[src/rtl/reg_file_rename.sv]
// Architectural register file with a per-register rename (busy/tag) table.
// Retire writes values back; dispatch renames rd to a ROB tag; two operand lookups.
module reg_file_rename #(
    parameter int unsigned XLEN  = 32,
    parameter int unsigned NREG  = 32,
    parameter int unsigned TAG_W = 4
) (
    input  logic                 clk,
    input  logic                 rst_n,
    input  logic                 rdy,
    input  logic                 flush,
    input  logic                 rn_en,
    input  logic [4:0]           rn_idx,
    input  logic [TAG_W-1:0]     rn_tag,
    input  logic                 cm_en,
    input  logic [4:0]           cm_idx,
    input  logic [TAG_W-1:0]     cm_tag,
    input  logic [XLEN-1:0]      cm_val,
    input  logic [4:0]           rs1_addr,
    input  logic [4:0]           rs2_addr,
    output logic                 rs1_ready,
    output logic [XLEN-1:0]      rs1_val,
    output logic                 rs2_ready,
    output logic [XLEN-1:0]      rs2_val,
    output logic [NREG-1:0]      busy_mask
);

    logic [XLEN-1:0]  val_q [NREG];
    logic [XLEN-1:0]  val_d [NREG];
    logic [TAG_W-1:0] tag_q [NREG];
    logic [TAG_W-1:0] tag_d [NREG];
    logic [NREG-1:0]  busy_q, busy_d;
    logic [NREG-1:0]  busy_mask_q, busy_mask_d;

    // Next-state: commit first, then rename (rename wins on same reg), flush clears last.
    always_comb begin
        val_d       = val_q;
        tag_d       = tag_q;
        busy_d      = busy_q;
        if (rdy) begin
            if (cm_en && (cm_idx != 5'd0)) begin
                val_d[cm_idx] = cm_val;
                if (tag_q[cm_idx] == cm_tag) begin
                    busy_d[cm_idx] = 1'b0;
                end
            end
            if (rn_en && (rn_idx != 5'd0) && !flush) begin
                busy_d[rn_idx] = 1'b1;
                tag_d[rn_idx]  = rn_tag;
            end
            if (flush) begin
                busy_d = '0;
            end
        end
        busy_mask_d = busy_d;
    end

    always_ff @(posedge clk or negedge rst_n) begin
        if (!rst_n) begin
            val_q       <= '{default: '0};
            tag_q       <= '{default: '0};
            busy_q      <= '0;
            busy_mask_q <= '0;
        end else begin
            val_q       <= val_d;
            tag_q       <= tag_d;
            busy_q      <= busy_d;
            busy_mask_q <= busy_mask_d;
        end
    end

    // Operand lookups see pre-rename state; a matching retire this cycle is bypassed.
    always_comb begin
        rs1_ready = 1'b1;
        rs1_val   = '0;
        if (rs1_addr != 5'd0) begin
            if (!busy_q[rs1_addr]) begin
                rs1_val = val_q[rs1_addr];
            end else if (cm_en && (cm_idx == rs1_addr) && (cm_tag == tag_q[rs1_addr])) begin
                rs1_val = cm_val;
            end else begin
                rs1_ready = 1'b0;
                rs1_val   = XLEN'(tag_q[rs1_addr]);
            end
        end
    end

    always_comb begin
        rs2_ready = 1'b1;
        rs2_val   = '0;
        if (rs2_addr != 5'd0) begin
            if (!busy_q[rs2_addr]) begin
                rs2_val = val_q[rs2_addr];
            end else if (cm_en && (cm_idx == rs2_addr) && (cm_tag == tag_q[rs2_addr])) begin
                rs2_val = cm_val;
            end else begin
                rs2_ready = 1'b0;
                rs2_val   = XLEN'(tag_q[rs2_addr]);
            end
        end
    end

    assign busy_mask = busy_mask_q;

endmodule

[config.mk]
export PLATFORM = sky130hd
export DESIGN_NAME = reg_file_rename
export DESIGN_NICKNAME = d
export VERILOG_FILES = /design/src/rtl/reg_file_rename.sv
export SDC_FILE = /design/constraint.sdc
export NUM_CORES = 2
export LEC_CHECK = 0
export CAP_MARGIN = 20
export CORE_MARGIN = 3
export CORE_UTILIZATION = 45
export CTS_CLUSTER_DIAMETER = 100
export DETAILED_ROUTE_END_ITERATION = 8
export PLACE_DENSITY_LB_ADDON = 0.15
export SLEW_MARGIN = 5
export SYNTH_ARGS = -nofsm -noshare
export SYNTH_HDL_FRONTEND = slang
export SYNTH_SLANG_ARGS = --single-unit
[constraint.sdc]
create_clock -name clk -period 7 [get_ports clk]
set_clock_uncertainty 0.2 [all_clocks]
set_input_delay 1.4 -clock clk [delete_from_list [all_inputs] [get_ports clk]]
set_output_delay 1.4 -clock clk [all_outputs]
set_load 0.05 [all_outputs]
# [Yosys cells after proc, flatten, opt, wreduce, memory -nomap -nowiden]
# Cells that the tools add are included.
[totals] mem_bits_rw=0 latchBits=0 rom_bits=0 elab_cells=153 memories=0 input_bits=66 reg_bits=1184 out_inout_bits=98
[classes] add_sub_neg=0 div=0 n_mul=0 magnitude_cmp=12 n_bitwise=7 eq_ne=5 shift=0 n_mux=46 reduce_logical=18
[op_table] operator="$bwmux 1024" n=1
[op_table] operator="$mux 32" n=16
[op_table] operator="$bmux 32 s5" n=2
[op_table] operator="$demux 32 s5" n=1
[op_table] operator="$bwmux 128" n=1
[op_table] operator="$bmux 4 s5" n=3
[op_table] operator="$and 32x32->32" n=1
[op_table] operator="$not 32->32" n=1
[op_table] operator="$or 32x32->32" n=1
[op_table] operator="$mux 4" n=7
[op_table] operator="$ge 6x6->1 const B" n=4
[op_table] operator="$lt 5x6->1 const B" n=4
[op_table] operator="$not 5->6" n=4
[op_table] operator="$demux 4 s5" n=1
[op_table] operator="$reduce_bool 5->1" n=4
[op_table] operator="$eq 4x4->1" n=3
[op_table] operator="$lt 6x1->1 const B" n=2
[op_table] operator="$logic_and 1x1->1" n=11
[op_table] operator="$bmux 1 s5" n=2
[op_table] operator="$demux 1 s5" n=2
[op_table] operator="$eq 5x5->1" n=2
[op_table] operator="$ge 5x1->1 const B" n=2
[op_table] operator="$mux 1" n=10
[op_table] operator="$reduce_and 2->1" n=2
[op_table] operator="$logic_not 1->1" n=1

# [Longest topological paths before layout]
[depth] word_depth=12 ltp_mapped=15 mapped_depth_nobuf=8

# [Worst setup path before layout]
# No wires, ideal clock.
[synth_path] path_kind="input port to output port" startpoint="input port rs2_addr[0]" endpoint="output port rs2_val[0]" cell_stages=12 path_slack_ns=0.473 arrival_ns=4.927 path_buffers=8 required_time_ns=5.400 path_cell_list="buf_6 > buf_6 > buf_6 > buf_6 > buf_4 > buf_4 > mux2i_1 > a22oi_1 > a311o_1 > clkbuf_1 > clkbuf_1 > a311oi_1"
[synth_via] elab_chain_len=9 word_cells_on_any_way=17 classes_between="eq/ne (2); mux (11); bitwise (1); reduce/logical (3)"
[synth_rtl] item="start: declaration" line="20" source="input logic [4:0] rs2_addr,"
[synth_rtl] item="$not 5->6 (implied by the code)" line="93, 94, 98"
[synth_rtl] item="$bmux 4 s5" line="94, 98"
[synth_rtl] item="$mux 4 (implied by the code) (2 in series)" line="94, 98"
[synth_rtl] item="$eq 4x4->1" line="94" source="end else if (cm_en && (cm_idx == rs2_addr) && (cm_tag == tag_q[rs2_addr])) begin"
[synth_rtl] item="$logic_and 1x1->1" line="94"
[synth_rtl] item="$mux 32" line="94"
[synth_rtl] item="$mux 32" line="92" source="if (!busy_q[rs2_addr]) begin"
[synth_rtl] item="$mux 32 (*)" line="91" source="if (rs2_addr != 5'd0) begin"
[synth_rtl] item="end: declaration" line="24" source="output logic [XLEN-1:0] rs2_val,"
# Every way passes the cells marked *; elsewhere a longest branch is shown, timed or not. The select of a mux whose other input is x is not followed.

# [Worst setup path after layout]
[layout_path] startpoint="input port rs1_addr[1]" endpoint="output port rs1_val[27]"
[layout_via] elab_chain_len=9 word_cells_on_any_way=17 classes_between="eq/ne (2); mux (11); bitwise (1); reduce/logical (3)"
[layout_rtl] item="start: declaration" line="19" source="input logic [4:0] rs1_addr,"
[layout_rtl] item="$not 5->6 (implied by the code)" line="78, 79"
[layout_rtl] item="$bmux 4 s5" line="79" source="end else if (cm_en && (cm_idx == rs1_addr) && (cm_tag == tag_q[rs1_addr])) begin"
[layout_rtl] item="$mux 4 (implied by the code) (2 in series)" line="79"
[layout_rtl] item="$eq 4x4->1" line="79"
[layout_rtl] item="$logic_and 1x1->1" line="79"
[layout_rtl] item="$mux 32" line="79"
[layout_rtl] item="$mux 32" line="77" source="if (!busy_q[rs1_addr]) begin"
[layout_rtl] item="$mux 32 (*)" line="76" source="if (rs1_addr != 5'd0) begin"
[layout_rtl] item="end: declaration" line="22" source="output logic [XLEN-1:0] rs1_val,"
# Marks and branches as above.

==> run summary <==
combinational family with the most area after synthesis: multiplexers
total number of vias: 42020
vias in the first global route: 43414
Worst setup EP type: primary output
I/O pin cnt: 164
CTS root buf: clkbuf_16
DRC viols: 0
Setup Crit Path Kind: input port to primary output
crit path launch: rs1_addr[1]
CTS Hold Bufs: 0
clock latency on the worst-skew pair: 0.77 ns
Max VDD drop: 0.1873 mV
initial antenna violation count: 9
post-route ant nets: 0
Synthesized Nets: 4383
Startpoint Class: input port
H-tree levels: 4
Cell Pwr Density: 259.2 nW/um^2
critical path peak fanout: 70
synthesized-area fraction occupied by adder cells: 0%
Synth cell types: 67
first-pass GRT wire length: 319200 microns
sequential cell area: 29630 sq um
critical hold path startpoint: val_q[1003]
Clk pin slew, worst setup/hold paths: 0.05 ns
Slew @ Worst Pin: 1.166 ns
# Max-Cap Violations: 0
worst setup margin: 0.1153 ns
Post-CTS Setup Bufs: 0
Final Hold Viols: 0
post-synth top area cell: dfrtp_1
Final Wtd Congestion: 0.9457
period utilisation layout: 98.35%
simple logic cell fraction of the synthesized area: 3.189%
Port-buffer cells: 163
Starting Density: 45.34%
detailed router's first-iteration violation count: 4004
post-detail-place hpwl: 126000 microns
Fill cells: 11920
FF+latch count, synth: 1184
Via density: 6.686
Achievable Freq: 145.3 MHz
post-synthesis cell count: 4317
Synth Area in Compound Gates: 2.410%
CORE AREA: 143800 sq um
Async SR Flop Fraction: 100.0%
final WL: 218600 microns
Synth Flop Type: dfrtp_1
post-synthesis mux area share: 45.58%
EDFF count, synth: 0
Die Area: 149500 sq um
Req. time, crit path: 5.40 ns
Longest Clk Path Bufs: 3
synth top area cells: dfrtp_1 (45%), mux4_2 (25%), mux2_2 (17%), mux2_1 (2.7%), clkbuf_1 (2.0%)
Final Max Slew Viols: 0
clk sink count: 1184
Die Wd: 386.7 microns
cts bufs inserted: 137
TritonRoute pass-1 iters: 6
Hold Path Class: flop to flop
total negative slack: 0 ns
total track usage: 29.31%
Yosys top cell area share: 45.43%
pre-CTS setup slack: 0.2726 ns
die height: 386.7 microns
register area share after synthesis: 45.43%
drt wl/cell: 34.78 microns
Synth Cell Area: 65220 sq um
Synth Area in XOR/XNOR: 0.2820%
largest net degree at the start of global routing: 167
Nets: 4340
yosys warns: 0
Pleak: 32.31 nW
total gr overflow: 0
CTS tree: yes
CP Data Arrival Time: 5.28 ns
PostCTS Resize Cnt: 0
Tmin final: 6.885 ns
area of the multi-input gates: 33820 sq um
Syn Area/Cell: 15.11 sq um
RSZ-0062 raised after global routing: false
Area Overhead vs Synth: 13.97%
share of layout cells above drive strength 1: 50.15%
Fin Hold WS: 0.1907 ns
status: complete, no violations
# setup viols final: 0
Rows: 139
Critical R2R Launch: tag_q[80]
Slew HR: 22.09%
[final timing paths]
kind / to / slack (ns) / cells after the start
max in group asynchronous: val_q[239] / 4.64 / 2
min: val_q[1003] / 0.19 / 0
max: rs1_val[27] / 0.12 / 11
max reg2reg: busy_mask[1] / 3.96 / 8
min in group asynchronous: tag_q[26] / 0.38 / 1
min reg2reg: val_q[1003] / 0.19 / 0
[logic make-up (layout without fill, tap and decap cells)]
group / after synthesis / after routing
and+or+nand+nor: 464 / 464
xor gates and xnor gates: 21 / 21
AOI/OAI and AO/OA: 234 / 234
DFF: 1184 / 1184
other: 0 / 1
buffers and inverters: 503 / 567
muxes: 1911 / 1911
[area by class of cell]
cell class                 instances  share of cell area (%)
antenna                            1                0.003367
multi-input combinational       2630                   45.50
clock buffer                     206                   5.754
tap                             1903                   3.203
inverter                          11                 0.06565
timing repair buffer             310                   5.223
clock inverter                    40                  0.3872
sequential                      1184                   39.86
[where the power goes]
part / leakage (nW) / internal, mW / switching, mW
combinational: 14.2 / 2.03 / 1.70
sequential: 15.8 / 7.67 / 0.604
clock: 2.29 / 4.26 / 3.00
total: 32.3 / 14.0 / 5.31
[routing by layer]
layer | vias to the layer above | track usage (%) | share of wire, %
met5 | - | 0 | 0.010
met4 | 4 | 9.931 | 3.7
met3 | 433 | 6.610 | 7.9
met2 | 1839 | 44.98 | 46
met1 | 23098 | 41.49 | 43
li1 | 16646 | - | -
[sequential cells by signal (all words and copies together), names as in the netlist]
signal and flops:
tag_q 128, val_q 1024, busy_mask 32
[synth_stat cells (9+ instances only)]
cell type  instances
dfrtp_1         1184
mux2_2           962
mux4_2           734
clkbuf_1         354
nand2_1          208
mux2_1           158
nor2_1           110
buf_1             73
a31oi_1           62
a21oi_1           59
mux2i_1           56
buf_2             49
nand3_1           39
nor2b_1           19
xor2_1            15
a22oi_1           14
nand2b_1          14
o21ai_0           14
and3_1            12
nor3_1            12
o21ai_1           12
buf_4             11
inv_1              9
or3_1              9
[metrics by stage]
step / util (%) / instance area [sq um] / instances / total power [mW]
2_1_floorplan: - / 65220 / 4317 / 10.72
3_3_place_gp: 48.39 / 69590 / 6030 / 12.00
3_5_place_dp: 48.44 / 69680 / 6033 / 12.09
4_1_cts: 51.62 / 74240 / 6279 / 19.37
5_1_grt: 51.68 / 74330 / 6284 / 19.97
6_report: 51.68 / 74330 / 6285 / 19.26
[cells in the final DEF (no fill, tap or decap), types with 8 or more instances in the layout]
cell type        Yosys  final
dfrtp_1           1184   1184
mux2_2             962    962
mux4_2             734    734
nand2_1            208    202
mux2_1             158    158
clkbuf_16            0    144
buf_4               11    111
nor2_1             110     97
buf_12               0     96
clkdlybuf4s50_1      0     84
a31oi_1             62     62
a21oi_1             59     59
mux2i_1             56     56
clkbuf_8             0     45
nand3_1             39     34
clkinv_2             0     30
nor2b_1             19     19
clkbuf_1           354     18
xor2_1              15     15
nand2b_1            14     14
a22oi_1             14     14
o21ai_0             14     14
nor2_4               0     13
o21ai_1             12     12
nor3_1              12     11
or3_1                9      9
buf_8                0      8
[critical path, stage by stage]
cell and delay (ns):
buf_8 0.34, buf_12 0.44, xor2_1 0.13, nor4_1 0.68
o2111ai_1 0.22, a221o_1 0.36, a2111oi_4 0.35, buf_12 0.31
a31oi_1 0.41, nor2_1 0.38, buf_12 0.18
Note: power is estimated with default switching activity, not from simulation.
